[src/rtl/cfi_pkg.sv]
// Shared types and constants for the landing-pad (forward-edge CFI) controller.
// Holds the FSM encoding, decode constants, exception values and small helpers.
package cfi_pkg;

    localparam int unsigned LABEL_W = 20;

    localparam logic [6:0]  OPC_JALR       = 7'b1100111;
    localparam logic [6:0]  OPC_AUIPC      = 7'b0010111;
    localparam logic [5:0]  CAUSE_SW_CHECK = 6'd18;
    localparam logic [31:0] TVAL_LP_FAULT  = 32'd2;
    localparam logic [15:0] VIOL_CNT_MAX   = 16'hFFFF;

    typedef enum logic [1:0] {
        ST_NO_LP  = 2'd0,
        ST_LP_EXP = 2'd1,
        ST_FAULT  = 2'd2
    } cfi_state_e;

    // Link registers x1/x5/x7 mark returns and call sequences, not indirect jumps.
    function automatic logic is_link_reg(input logic [4:0] r);
        return (r == 5'd1) || (r == 5'd5) || (r == 5'd7);
    endfunction

    // Label 0 is a wildcard landing pad.
    function automatic logic label_match(input logic [LABEL_W-1:0] lpad_label,
                                         input logic [LABEL_W-1:0] x7_label);
        return (lpad_label == {LABEL_W{1'b0}}) || (lpad_label == x7_label);
    endfunction

    function automatic logic [15:0] sat_inc16(input logic [15:0] v);
        return (v == VIOL_CNT_MAX) ? v : (v + 16'd1);
    endfunction

endpackage

[src/rtl/cfi_lp_ctrl_if.sv]
// Commit / trap / exception signal bundle between the core and the landing-pad controller.
// slave is the controller's view; master is the core (or bench) view.
interface cfi_lp_ctrl_if;
    import cfi_pkg::*;

    logic               en_i;
    logic               commit_valid_i;
    logic [31:0]        commit_instr_i;
    logic [LABEL_W-1:0] x7_label_i;
    logic               trap_i;
    logic               mret_i;
    logic               ex_ack_i;
    logic               elp_o;
    logic               pelp_o;
    logic               ex_valid_o;
    logic [5:0]         ex_cause_o;
    logic [31:0]        ex_tval_o;
    logic [15:0]        viol_cnt_o;

    modport master (
        output en_i, commit_valid_i, commit_instr_i, x7_label_i, trap_i, mret_i, ex_ack_i,
        input  elp_o, pelp_o, ex_valid_o, ex_cause_o, ex_tval_o, viol_cnt_o
    );

    modport slave (
        input  en_i, commit_valid_i, commit_instr_i, x7_label_i, trap_i, mret_i, ex_ack_i,
        output elp_o, pelp_o, ex_valid_o, ex_cause_o, ex_tval_o, viol_cnt_o
    );

endinterface

[src/rtl/cfi_lp_decode.sv]
// Combinational decode of a committed instruction into indirect-jump / landing-pad flags.
module cfi_lp_decode
    import cfi_pkg::*;
(
    input  logic [31:0]        instr,
    output logic               is_ind_jmp,
    output logic               is_lpad,
    output logic [LABEL_W-1:0] lpad_label
);

    logic [6:0] opcode_s;
    logic [4:0] rs1_s;
    logic [4:0] rd_s;
    logic       unused_funct3_s;

    assign opcode_s        = instr[6:0];
    assign rs1_s           = instr[19:15];
    assign rd_s            = instr[11:7];
    assign unused_funct3_s = ^instr[14:12];

    // An LPAD is AUIPC with rd=x0; its upper immediate is the label.
    always_comb begin
        is_ind_jmp = (opcode_s == OPC_JALR) && !is_link_reg(rs1_s);
        is_lpad    = (opcode_s == OPC_AUIPC) && (rd_s == 5'd0);
        lpad_label = instr[31:12];
    end

endmodule

[src/rtl/cfi_lp_ctrl.sv]
// Landing-pad enforcement: tracks the expected-landing-pad state across commits,
// traps and trap returns, and raises a software-check exception on a missing pad.
module cfi_lp_ctrl
    import cfi_pkg::*;
#(
    parameter logic [15:0] VIOL_CNT_INIT = 16'h0000
) (
    input  logic          clk_i,
    input  logic          rst_i,
    cfi_lp_ctrl_if.slave  bus
);

    cfi_state_e         state_r;
    cfi_state_e         state_nxt_s;
    logic               pelp_r;
    logic               pelp_nxt_s;
    logic [15:0]        viol_cnt_r;
    logic [15:0]        viol_cnt_nxt_s;
    logic               is_ind_jmp_s;
    logic               is_lpad_s;
    logic [LABEL_W-1:0] lpad_label_s;
    logic               elp_s;
    logic               ex_valid_s;
    logic [5:0]         ex_cause_s;
    logic [31:0]        ex_tval_s;

    cfi_lp_decode u_decode (
        .instr      (bus.commit_instr_i),
        .is_ind_jmp (is_ind_jmp_s),
        .is_lpad    (is_lpad_s),
        .lpad_label (lpad_label_s)
    );

    // State, saved ELP and violation counter registers; reset drops any pending exception.
    always_ff @(posedge clk_i) begin
        if (rst_i) begin
            state_r    <= ST_NO_LP;
            pelp_r     <= 1'b0;
            viol_cnt_r <= VIOL_CNT_INIT;
        end else begin
            state_r    <= state_nxt_s;
            pelp_r     <= pelp_nxt_s;
            viol_cnt_r <= viol_cnt_nxt_s;
        end
    end

    // Next state: ack (FAULT only) beats trap, trap beats mret, mret beats the commit.
    always_comb begin
        state_nxt_s    = state_r;
        pelp_nxt_s     = pelp_r;
        viol_cnt_nxt_s = viol_cnt_r;
        if (!bus.en_i) begin
            state_nxt_s = ST_NO_LP;
        end else begin
            case (state_r)
                ST_FAULT: begin
                    if (bus.ex_ack_i) begin
                        pelp_nxt_s  = 1'b1;
                        state_nxt_s = ST_NO_LP;
                    end else begin
                        state_nxt_s = ST_FAULT;
                    end
                end
                ST_NO_LP, ST_LP_EXP: begin
                    if (bus.trap_i) begin
                        pelp_nxt_s  = (state_r == ST_LP_EXP);
                        state_nxt_s = ST_NO_LP;
                    end else if (bus.mret_i) begin
                        state_nxt_s = pelp_r ? ST_LP_EXP : ST_NO_LP;
                        pelp_nxt_s  = 1'b0;
                    end else if (bus.commit_valid_i) begin
                        if (state_r == ST_NO_LP) begin
                            state_nxt_s = is_ind_jmp_s ? ST_LP_EXP : ST_NO_LP;
                        end else if (is_lpad_s && label_match(lpad_label_s, bus.x7_label_i)) begin
                            state_nxt_s = ST_NO_LP;
                        end else begin
                            state_nxt_s    = ST_FAULT;
                            viol_cnt_nxt_s = sat_inc16(viol_cnt_r);
                        end
                    end else begin
                        state_nxt_s = state_r;
                    end
                end
                default: begin
                    state_nxt_s = ST_NO_LP;
                end
            endcase
        end
    end

    // Outputs decode straight from the state register, so they change only at clock edges.
    always_comb begin
        elp_s      = 1'b0;
        ex_valid_s = 1'b0;
        ex_cause_s = 6'd0;
        ex_tval_s  = 32'd0;
        case (state_r)
            ST_NO_LP: begin
                elp_s = 1'b0;
            end
            ST_LP_EXP: begin
                elp_s = 1'b1;
            end
            ST_FAULT: begin
                elp_s      = 1'b1;
                ex_valid_s = 1'b1;
                ex_cause_s = CAUSE_SW_CHECK;
                ex_tval_s  = TVAL_LP_FAULT;
            end
            default: begin
                elp_s = 1'b0;
            end
        endcase
    end

    assign bus.elp_o      = elp_s;
    assign bus.pelp_o     = pelp_r;
    assign bus.ex_valid_o = ex_valid_s;
    assign bus.ex_cause_o = ex_cause_s;
    assign bus.ex_tval_o  = ex_tval_s;
    assign bus.viol_cnt_o = viol_cnt_r;

endmodule

[src/flat_wrapper.sv]
// flat-port wrapper written by rule: the top's interface ports become plain ports
module cfi_lp_ctrl_flat import cfi_pkg::*;
#(
    parameter logic [15:0] VIOL_CNT_INIT = 16'h0000
)
  (clk_i, rst_i, bus_en_i, bus_commit_valid_i, bus_commit_instr_i, bus_x7_label_i, bus_trap_i, bus_mret_i, bus_ex_ack_i, bus_elp_o, bus_pelp_o, bus_ex_valid_o, bus_ex_cause_o, bus_ex_tval_o, bus_viol_cnt_o);
  cfi_lp_ctrl_if bus_i ();
  input  logic clk_i;
  input  logic rst_i;
  input wire logic [$bits(bus_i.en_i)-1:0] bus_en_i;
  input wire logic [$bits(bus_i.commit_valid_i)-1:0] bus_commit_valid_i;
  input wire logic [$bits(bus_i.commit_instr_i)-1:0] bus_commit_instr_i;
  input wire logic [$bits(bus_i.x7_label_i)-1:0] bus_x7_label_i;
  input wire logic [$bits(bus_i.trap_i)-1:0] bus_trap_i;
  input wire logic [$bits(bus_i.mret_i)-1:0] bus_mret_i;
  input wire logic [$bits(bus_i.ex_ack_i)-1:0] bus_ex_ack_i;
  output wire logic [$bits(bus_i.elp_o)-1:0] bus_elp_o;
  output wire logic [$bits(bus_i.pelp_o)-1:0] bus_pelp_o;
  output wire logic [$bits(bus_i.ex_valid_o)-1:0] bus_ex_valid_o;
  output wire logic [$bits(bus_i.ex_cause_o)-1:0] bus_ex_cause_o;
  output wire logic [$bits(bus_i.ex_tval_o)-1:0] bus_ex_tval_o;
  output wire logic [$bits(bus_i.viol_cnt_o)-1:0] bus_viol_cnt_o;
  assign bus_i.en_i = bus_en_i;
  assign bus_i.commit_valid_i = bus_commit_valid_i;
  assign bus_i.commit_instr_i = bus_commit_instr_i;
  assign bus_i.x7_label_i = bus_x7_label_i;
  assign bus_i.trap_i = bus_trap_i;
  assign bus_i.mret_i = bus_mret_i;
  assign bus_i.ex_ack_i = bus_ex_ack_i;
  assign bus_elp_o = bus_i.elp_o;
  assign bus_pelp_o = bus_i.pelp_o;
  assign bus_ex_valid_o = bus_i.ex_valid_o;
  assign bus_ex_cause_o = bus_i.ex_cause_o;
  assign bus_ex_tval_o = bus_i.ex_tval_o;
  assign bus_viol_cnt_o = bus_i.viol_cnt_o;
  cfi_lp_ctrl #(.VIOL_CNT_INIT(VIOL_CNT_INIT)) u_core (.clk_i(clk_i), .rst_i(rst_i), .bus(bus_i));
endmodule
[config.mk]
export PLATFORM = sky130hd
export DESIGN_NAME = cfi_lp_ctrl_flat
export DESIGN_NICKNAME = d
export VERILOG_FILES = /design/src/rtl/cfi_pkg.sv /design/src/rtl/cfi_lp_ctrl_if.sv /design/src/rtl/cfi_lp_decode.sv /design/src/rtl/cfi_lp_ctrl.sv /design/src/flat_wrapper.sv
export SDC_FILE = /design/constraint.sdc
export NUM_CORES = 1
export LEC_CHECK = 0
export BUFFER_PORTS_ARGS = -buffer_cell sky130_fd_sc_hd__buf_2
export CAP_MARGIN = 40
export CORE_UTILIZATION = 38
export DETAILED_ROUTE_END_ITERATION = 12
export GPL_TIMING_DRIVEN = 1
export PLACE_DENSITY = 0.78
export SLEW_MARGIN = 10
export SYNTH_ARGS = -nofsm -noshare
export SYNTH_HDL_FRONTEND = slang
export SYNTH_SLANG_ARGS = --single-unit
[constraint.sdc]
create_clock -name clk_i -period 1.78 [get_ports clk_i]
set_clock_uncertainty 0.05 [all_clocks]
set_input_delay 0.089 -clock clk_i [delete_from_list [all_inputs] [get_ports clk_i]]
set_output_delay 0.089 -clock clk_i [all_outputs]
set_load 0.05 [all_outputs]
; Yosys cells after proc, flatten, opt, wreduce, memory -nomap -nowiden
; Cells that the tools add are included.
[totals]
register_bits = 19
in_bits = 59
wordCells = 55
output_inout_bits = 57
[classes]
mux = 17
n_eq_ne = 12
n_reduce_logical = 16
n_addsub = 1
bitwise_logic = 6
[ops]
columns = operator, n
row1 = == test 20 bit, 1
row2 = zero test 20 bit, 1
row3 = adder 16 x 1 -> 16 bit (second input constant), 1
row4 = == test 16 bit (second input constant), 1
row5 = two-way mux 2 bit, 7
row6 = == test 5 x 3 -> 1 bit (second input constant), 2
row7 = AND reduction 8 bit, 1
row8 = == test 7 x 5 -> 1 bit (second input constant), 1
row9 = == test 7 bit (second input constant), 1
row10 = two-way mux 1 bit, 7
row11 = NOT 1 bit, 6
row12 = OR reduction 2 bit, 3
row13 = == test 5 x 1 -> 1 bit (second input constant), 1
row14 = zero test 5 bit, 1
row15 = two-way mux 5 bit, 1
row16 = != test 4 bit (second input constant), 1
row17 = case mux 2 bit (2 select lines), 1
row18 = AND reduction 4 bit, 1
row19 = logical AND 1 bit, 3
row20 = logical OR 1 bit, 3
row21 = != test 3 bit (second input constant), 1
row22 = == test 2 x 1 -> 1 bit (second input constant), 1
row23 = == test 2 bit (second input constant), 1
row24 = zero test 2 bit, 1
row25 = 4 further kinds, 4

; Depth between registers and ports, before layout
; Gate-level depths: netlist (run 1).
[logic_depth]
ltp_word = 11
mapped_depth = 9
ltp_nobuf = 7

; Modules after synthesis
; From an unflattened synthesis (run 1), not the netlist that was laid out.
[unflattened]
hier_cells = 237
hier_area_um2 = 1964.4
[modules_own_cells]
columns = mod, n_inst, area_per_inst_um2, seq_area_each_um2, cells_per_inst
row1 = cfi_lp_ctrl, 1, 1749.2, 380.4, 209
row2 = cfi_lp_decode, 1, 215.2, 0.0, 28

; Worst setup path after synthesis (run 1)
; OpenSTA, ideal clock, no wires.
[synth_timing]
kind = register to register
start = reg u_core.viol_cnt_r[4] (netlist: u_core.bus.viol_cnt_o[4])
end = reg u_core.viol_cnt_r[0] (netlist: u_core.bus.viol_cnt_o[0])
setup_ps = 121
path_buffers = 0
setup_slack_ps = -558
synth_period_minus_slack_ps = 2338
arrival_time_ps = 2166
required_ps = 1609
path_stages_with_launch = 8
cell_sequence = dfxtp_1 and3_4 and3_4 and3_4 or3b_4 nand2_2 nor2_1 mux2_4
[synth_via]
elab_chain_cells = 3
[synth_lines]
columns = item, line_no
row1 = start: declaration, cfi_lp_ctrl.sv:17  ; logic [15:0] viol_cnt_r;
row2 = start signal: assignment, cfi_lp_ctrl.sv:43  ; viol_cnt_r <= viol_cnt_nxt_s;
row3 = == test 16 bit, cfi_pkg.sv:31  ; return (v == VIOL_CNT_MAX) ? v : (v + 16'd1);
row4 = NOT 1 bit (no line), n/a
row5 = AND reduction 8 bit (no line), n/a
; Every way passes these cells.
; A chain may end at the register's enable or synchronous reset.

; Worst setup path after layout (run 1)
[layout_timing]
start = reg u_core.viol_cnt_r[0] (netlist: u_core.bus.viol_cnt_o[0])
end = reg u_core.viol_cnt_r[3] (netlist: u_core.bus.viol_cnt_o[3])
[layout_via]
elab_chain_cells = 3
word_cells_on_any_way = 4
cone_classes = add/sub: 1 / eq/ne: 1 / bitwise: 1 / reduce/logical: 1
[layout_lines]
columns = item
row1 = "parallel branches: the longest is 3 deep, another holds adder 16 x 1 -> 16 bit"
; Parallel ways; which one is timed is not known.

==> results of run 1 <==
==> through the flow <==
stage	TNS [ns]	power [mW]	hold WS (ns)
after detailed placement	-2.473	0.7561	0.2980
final	-1.665	1.080	0.03309
after global routing	-2.457	1.122	0.04423
after CTS	-1.003	1.079	0.02288
after global placement	-1.656	0.7546	0.2851
after floorplan	-2.485	0.7175	0.1175
==> cell type report <==
cell class / count / area, µm² / area share [%]
Clock buffer: 3 / 41.29 / 1.673
Clock inverter: 1 / 6.256 / 0.2535
Inverter: 3 / 11.26 / 0.4564
Multi-Input combinational cell: 182 / 1234 / 50.00
Sequential cell: 19 / 406.6 / 16.48
Tap cell: 50 / 62.56 / 2.535
Timing Repair Buffer: 118 / 705.7 / 28.60
==> timing repair <==
item,4_1_cts,5_1_grt
gates cloned,2,0
setup buffers,9,1
gates resized for setup,22,13
pin swaps,24,17
setup endpoints to repair,17,16
==> cell families after synthesis <==
kind of cell | count (synthesis) | share of synthesized area (%)
fa+ha+maj | 5 | 3.720
flops | 19 | 22.62
other cells | 1 | 0.2230
simple gates | 81 | 28.79
xor+xnor | 20 | 10.42
compound gates | 37 | 12.20
buf+inv | 47 | 19.87
mux | 3 | 2.157
==> flip-flops by register name, indices dropped and copies added, names as in the netlist <==
register,cells
u_core.bus.viol_cnt_o,16
u_core.bus.pelp_o,1
u_core.state_r,2
==> final timing paths <==
check	from	end
min reg2reg	u_core.bus.pelp_o	u_core.bus.pelp_o
max	u_core.bus.viol_cnt_o[0]	u_core.bus.viol_cnt_o[3]
max reg2reg	u_core.bus.viol_cnt_o[0]	u_core.bus.viol_cnt_o[3]
min	bus_trap_i	u_core.state_r[0]
==> cell usage in the layout (no fill, tap or decap), types with 2 or more instances in the layout <==
cell type	synthesis	final
or3_1	12	12
a21oi_2	0	2
nor2b_1	3	2
a21oi_1	15	13
nand4_1	8	8
and2_1	2	2
nand2_1	4	4
dfxtp_1	19	8
nor2_1	9	8
o21ai_0	13	10
buf_4	38	31
xor2_1	8	8
and3_4	3	4
inv_2	0	2
buf_2	0	81
a31oi_1	2	2
buf_6	2	6
nand3_2	0	6
nand3_1	14	7
or3b_4	1	2
dfxtp_2	0	6
conb_1	1	35
nand2b_1	5	5
mux2_4	1	2
ha_1	5	3
o21ai_1	2	4
nor4_1	10	10
xnor2_1	12	12
ha_4	0	2
dfxtp_4	0	5
clkbuf_8	0	3
==> power breakdown <==
| part | total (mW) | switching (mW) | internal (mW) |
|---|---|---|---|
| clock | 0.326 | 0.166 | 0.160 |
| combinational | 0.336 | 0.243 | 0.0931 |
| sequential | 0.418 | 0.000538 | 0.418 |
==> synth_stat cells, types with 4 or more instances <==
library cell,n
a21oi_1,15
buf_4,38
clkbuf_1,4
dfxtp_1,19
ha_1,5
nand2_1,4
nand2b_1,5
nand3_1,14
nand4_1,8
nor2_1,9
nor4_1,10
o21ai_0,13
or3_1,12
xnor2_1,12
xor2_1,8
==> metal layers <==
| layer | part of all wire [%] | track usage (%) |
|---|---|---|
| met1 | 37 | 20.83 |
| met4 | 1.3 | 7.552 |
| met3 | 5.4 | 2.632 |
| met2 | 57 | 40.32 |
| met5 | 0 | 0 |
==> impl_metrics.toml, run 1 <==
[setup_path]
crit_type = "flop to flop"
slowest_stage = "or3b_4"
reg2reg_depth = 8
end_kind = "flop"
startpoint_type = "flop"
critPathTopFamily = "simple AND/OR/NAND/NOR gates"
crit_chain = "ha_4, and3_4, nand4_1, or3b_4, nand2_4, buf_4, nor4_1, o21ba_2"
r2r_slack_ns = -0.16
cp.depth = 8
path_buf_inv = 1
cp_max_fo = 3
slowest_delay_ns = 0.49
cp.required_ns = 1.89
arrival_ns = 2.06

[place]
place_area_um2 = 2191
dp_slack_ns = -0.2538
portBuffers = 80
finalWeightedCongestion = 0.8051
dp_cells = 360
post-dp-hpwl_mm = 3.566

[status]
status = "finished, violations left"
violations = "negative setup slack"

[logic_synthesis]
synth_area_leaders = "dfxtp_1 (23%), buf_4 (17%), xnor2_1 (6.2%)"
ys_seq_area_share_pct = 22.62
ys_seq_elements = 19
synthDistinctLibCells = 39
syn_area_um2 = 1682
syn_inst = 213
synthArstFlopShare_pct = 0
synth_edf_count = 0
synth_warnings = 0
synthFlopType = "dfxtp_1"
syn_avg_cell_area_um2 = 7.895
yosysTopAreaCell = "dfxtp_1"
yosys.area.top_type_share_pct = 22.62

[sta]
hold_viol = 0
setup_viol = 15
rsz0062_at_grt = "true"
layout_min_cycle_time_ns = 1.943
worst_slack_ns = -0.1630
fmax_mhz = 514.7
min_period_over_period_pct = 109.2
maxSlewViolCount = 0

[die]
rows = 23
coreArea_um2 = 4115
initial_utilization_pct = 40.86
die_h_um = 68.52
io_pins = 116
die_w_um = 68.52
dieArea_um2 = 4695

[global_routing]
grt-ovfl-total = 0
antenna_found_initial = 0
track_usage_pct = 20.17
grt_pass1_wl_mm = 6.962
grt_pass1_vias = 1613
grt_max_degree = 22

[clock_network]
cts-root-buf = "clkbuf_8"
cts_tree = "yes"
clock_path_buffers = 2
clkTransAtPathRegs_ns = 0.08
cts_sinks = 19
htree_levels = 1
hold_buffers = 0
cts_buffers = 3
clock_latency_ns = 0.27

[power]
vdd_drop_max_uv = 244.0
p_per_area_nw_per_um2 = 437.7
p_leak_nw = 1.100

[hold_path]
hold_class = "primary input to flop"
whs_path_depth = 2

[layout]
final_nets = 391
fillers = 373
n_antenna_cell = 0
syn_to_final_growth_pct = 46.73
final_cell_area_um2 = 2467
final_util_pct = 59.96
drive_above_1_share_pct = 49.69
layout.cells.non_filler = 376

[routing]
routedWlPerCell_um = 13.07
first_pass_iters = 4
totalWireLength_mm = 4.916
vias = 1904
viasPerCell = 5.064
route.detailed.drc = 0
first_iter_violations = 81
antenna_left = 0

[run]
maxCapViolCount = 0
Note: power is estimated with default switching activity, not from simulation.
==> inputs of run 2 (changes only) <==
Settings changed: PLACE_DENSITY 0.78 to unset, PLACE_DENSITY_LB_ADDON set to 0.08.
==> run 2 against run 1 <==
Against the previous run:
- the flow still finishes with violations (negative setup slack)
- hold slack worse by 0.0061 ns
- global-route usage fell by 2.2 points
- via count fell by 9.0%
- die area did not move
- critical path depth unchanged
- non-clock buffer count is 11 lower
- total power is 2.9% lower
- first-iteration DRC count fell by 4.9%
- setup slack improved by 0.0067 ns
- largest power group unchanged
==> impl_metrics.toml, run 2 (synthesis gave the netlist of run 1 again) <==
[status]
status = "finished, violations left"
violations = "negative setup slack"

[routing]
viasPerCell = 4.761
route.detailed.drc = 0
first_iter_violations = 77
totalWireLength_mm = 4.044
vias = 1733
first_pass_iters = 4
routedWlPerCell_um = 11.11
antenna_left = 0

[setup_path]
arrival_ns = 2.08
cp-startpoint = "u_core.bus.viol_cnt_o[4]"
r2r_start = "u_core.bus.viol_cnt_o[4]"
crit_type = "flop to flop"
startpoint_type = "flop"
cp.required_ns = 1.92
end_kind = "flop"
cp_max_fo = 7

[clock_network]
htree_levels = 1
cts-root-buf = "clkbuf_8"
cts_sinks = 19
cts_buffers = 3
clock_latency_ns = 0.26
cts_tree = "yes"
hold_buffers = 0
clock_path_buffers = 2
clkTransAtPathRegs_ns = 0.08

[global_routing]
grt_pass1_wl_mm = 6.417
grt_pass1_vias = 1522
track_usage_pct = 17.99
antenna_found_initial = 0
grt_max_degree = 22
grt-ovfl-total = 0

[die]
rows = 23
coreArea_um2 = 4115
initial_utilization_pct = 40.86
die_h_um = 68.52
dieArea_um2 = 4695
io_pins = 116
die_w_um = 68.52

[layout]
largest_reg_flops = 16
fillers = 420
final_nets = 379
multi_input_area_um2 = 1160
final_common_cell = "buf_2"
final_cell_area_um2 = 2318
drive_above_1_share_pct = 44.59
seq_area_um2 = 406.6
most-common-layout-cells = "buf_2 (80), conb_1 (35), buf_4 (24), a21oi_1 (15)"
syn_to_final_growth_pct = 37.87
n_antenna_cell = 0

[sta]
maxSlewViolCount = 0
min_period_over_period_pct = 108.8
hold_viol = 0
layout_min_cycle_time_ns = 1.936
worst_slack_ns = -0.1563
fmax_mhz = 516.5
setup_viol = 16
rsz0062_at_grt = "true"

[hold_path]
min-delay-start = "bus_trap_i"
hold_class = "primary input to flop"

[place]
portBuffers = 80
dp_slack_ns = -0.1474
post-dp-hpwl_mm = 3.332
finalWeightedCongestion = 0.8265
place_area_um2 = 2201

[power]
p_per_area_nw_per_um2 = 452.4
vdd_drop_max_uv = 230.4
p_leak_nw = 1.042

[run]
maxCapViolCount = 0
-- run 2: changes by cell type in the layout (fill, tap and decap cells not counted), moves of 4 or more --
| cell | before | now |
|---|---|---|
| buf_4 | 31 | 24 |
| buf_6 | 6 | 1 |
| nand3_1 | 7 | 12 |
| nand3_2 | 6 | 2 |
-- run 2: layout make-up --
| type | instances | area share (%) |
|---|---|---|
| clock buffer | 3 | 1.781 |
| clock inverter | 1 | 0.2159 |
| inverter | 3 | 0.4857 |
| multi-input combinational | 181 | 50.03 |
| sequential | 19 | 17.54 |
| tap | 50 | 2.698 |
| timing repair buffer | 107 | 27.25 |
-- run 2: worst paths after layout --
kind / end / slack, ns / cells past startpoint
max: u_core.bus.viol_cnt_o[8] / -0.16 / 8
min: u_core.state_r[0] / 0.03 / 2
max reg2reg: u_core.bus.viol_cnt_o[8] / -0.16 / 8
min reg2reg: u_core.bus.viol_cnt_o[12] / 0.46 / 2
-- run 2: critical path, cell delays in order (launching register included) --
cell	delay, ns
dfxtp_4	0.34
and3_4	0.17
and3_4	0.17
and3_4	0.17
or3b_4	0.27
buf_12	0.12
nand4_1	0.10
or3_1	0.35
a21oi_1	0.12
-- run 2: through the flow --
| stage | hold slack (ns) | util (%) | setup TNS, ns | instances | power (mW) |
|---|---|---|---|---|---|
| after floorplan | 0.1175 | - | -2.485 | 247 | 0.7175 |
| after global placement | 0.2894 | 53.48 | -1.320 | 358 | 0.7480 |
| after detailed placement | 0.2906 | 53.48 | -1.633 | 358 | 0.7488 |
| after CTS | 0.01813 | 55.73 | -1.566 | 364 | 1.062 |
| after global routing | 0.02663 | 56.34 | -2.738 | 364 | 1.104 |
| final | 0.02702 | 56.34 | -1.453 | 364 | 1.049 |
-- run 2: per-layer routing --
layer  vias up  routed length, µm  global-route usage, %
li1        893                  -                      -
met1       763               1861                  22.90
met2        73               1932                  31.50
met3         4                199                  2.961
met4         0                 51                  3.906
met5         -                  0                      0
-- run 2: report_power, final --
group          switching [mW]  total [mW]  internal (mW)
clock                   0.153       0.308          0.156
combinational           0.235       0.322         0.0875
sequential           0.000588       0.418          0.418
total                   0.388        1.05          0.661
-- run 2: repair_timing --
action | in CTS | in global routing
resized for setup | 7 | 6
setup endpoints to repair | 16 | 16
pin swaps | 14 | 3
setup buffers | 2 | 0
==> inputs of run 3 (changes only) <==
Settings changed: MAX_ROUTING_LAYER set to met4, SKIP_CTS_REPAIR_TIMING set to 1.
==> run 3 against run 2 <==
Against the previous run:
- the flow still finishes with violations (negative setup slack)
- clock power is essentially flat
- count of clock-buffer cells in the layout did not move
- hold slack got worse by 0.0074 ns
- register-to-register slack barely moved
- wire length shrank 2.9%
==> impl_metrics.toml, run 3 (synthesis gave the netlist of run 1 again) <==
[status]
status = "finished, violations left"
violations = "negative setup slack"

[die]
io_pins = 116
rows = 23
die_w_um = 68.52
dieArea_um2 = 4695
coreArea_um2 = 4115
initial_utilization_pct = 40.86
die_h_um = 68.52

[layout]
syn_to_final_growth_pct = 36.83
final_common_cell = "buf_2"
final_nets = 377
seq_area_um2 = 406.6
fillers = 423
most-common-layout-cells = "buf_2 (80), conb_1 (35), buf_4 (22), nand3_1 (14), a21oi_1 (13)"
n_antenna_cell = 0
largest_reg_flops = 16
final_util_pct = 55.91
multi_input_area_um2 = 1157
drive_above_1_share_pct = 44.23
layout.cells.non_filler = 362

[run]
maxCapViolCount = 0

[hold_path]
whs_path_depth = 2
whs_endpoint = "u_core.state_r[0]"
min-delay-start = "bus_trap_i"
hold_class = "primary input to flop"

[global_routing]
grt-ovfl-total = 0
grt_pass1_vias = 1488
grt_pass1_wl_mm = 6.251
antenna_found_initial = 0
grt_max_degree = 22
track_usage_pct = 17.97

[setup_path]
cp_max_fo = 7
cp_common_cell = "and3_4"
end_kind = "flop"
startpoint_type = "flop"
r2r_start = "u_core.bus.viol_cnt_o[4]"
arrival_ns = 2.07
r2r-end = "u_core.bus.viol_cnt_o[8]"
slowest_delay_ns = 0.35
cp.required_ns = 1.92
r2r_slack_ns = -0.15
crit_chain = "and3_4, and3_4, and3_4, or3b_4, buf_12, nand4_1, or3_1, a21oi_1"
crit_type = "flop to flop"
slowest_stage = "or3_1"
reg2reg_depth = 8

[clock_network]
cts_buffers = 3
cts-root-buf = "clkbuf_8"
cts_tree = "yes"
clock_path_buffers = 2
htree_levels = 1
clkTransAtPathRegs_ns = 0.08
clock_latency_ns = 0.26
cts_sinks = 19

[power]
p_per_area_nw_per_um2 = 456.1
p_leak_nw = 1.034
vdd_drop_max_uv = 230.3

[routing]
viasPerCell = 4.754
first_iter_violations = 133
routedWlPerCell_um = 10.84
first_pass_iters = 4
totalWireLength_mm = 3.925
antenna_left = 0
route.detailed.drc = 0
vias = 1721

[place]
dp_cells = 358
finalWeightedCongestion = 0.8390
portBuffers = 80
post-dp-hpwl_mm = 3.332

[sta]
rsz0062_at_grt = "true"
setup_viol = 16
hold_viol = 0
min_period_over_period_pct = 108.7
fmax_mhz = 516.9
worst_slack_ns = -0.1545
maxSlewViolCount = 0
layout_min_cycle_time_ns = 1.935
[run 3: cell types whose count changed in the layout (fill, tap and decap cells not counted), moves of 2 or more]
cell	before	now
nand3_1	12	14
a21oi_2	0	2
buf_4	24	22
a21oi_1	15	13
nand3_2	2	0
[run 3: worst max-delay path by stage]
stage / startpoint / cells after the start / to
finish: u_core.bus.viol_cnt_o[4] / 8 / u_core.bus.viol_cnt_o[8]
global route: u_core.bus.viol_cnt_o[4] / 8 / u_core.bus.viol_cnt_o[2]
CTS: u_core.bus.viol_cnt_o[4] / 8 / u_core.bus.viol_cnt_o[8]
detailed placement: u_core.bus.viol_cnt_o[4] / 8 / u_core.bus.viol_cnt_o[8]
global placement: u_core.state_r[0] / 8 / u_core.bus.viol_cnt_o[11]
floorplan: u_core.bus.viol_cnt_o[4] / 7 / u_core.bus.viol_cnt_o[0]
[run 3: per-stage QoR]
step	cell area [µm²]	setup TNS, ns	power [mW]	worst slack, ns	hold slack (ns)
final	2301	-1.407	1.049	-0.1545	0.01965
after global routing	2301	-2.601	1.105	-0.2300	0.02663
after CTS	2247	-1.945	1.061	-0.1687	0.01478
after detailed placement	2201	-1.633	0.7488	-0.1474	0.2906
after global placement	2201	-1.320	0.7480	-0.1316	0.2894
after floorplan	1848	-2.485	0.7175	-0.2130	0.1175
[run 3: critical path: cells and delay by family (launching register included)]
family,cells,cell delay (ns)
AO/OA/AOI/OAI,1,0.12
buffers and inverters,1,0.12
flip-flops,1,0.34
AND/OR/NAND/NOR,6,1.22
[run 3: layer usage]
metal / GRT usage [%] / routed length, µm / vias to the layer above / share of wire [%]
li1: - / - / 886 / -
met1: 22.80 / 1805 / 763 / 46
met2: 29.90 / 1879 / 70 / 48
met3: 2.796 / 212 / 2 / 5.4
met4: 3.906 / 27 / 0 / 0.69
met5: - / 0 / - / 0
[run 3: area by class of cell]
type | count | share of cell area (%)
timing repair buffer | 105 | 26.81
clock buffer | 3 | 1.794
clock inverter | 1 | 0.2175
multi-input combinational | 181 | 50.30
inverter | 3 | 0.4894
sequential | 19 | 17.67
tap | 50 | 2.719
[run 3: report_power, final]
group	total (mW)	leakage, nW	internal [mW]	switching [mW]
Sequential	0.418	0.160	0.418	0.000584
Clock	0.309	0.0255	0.156	0.153
Combinational	0.322	0.848	0.0876	0.235
Total	1.05	1.03	0.661	0.389
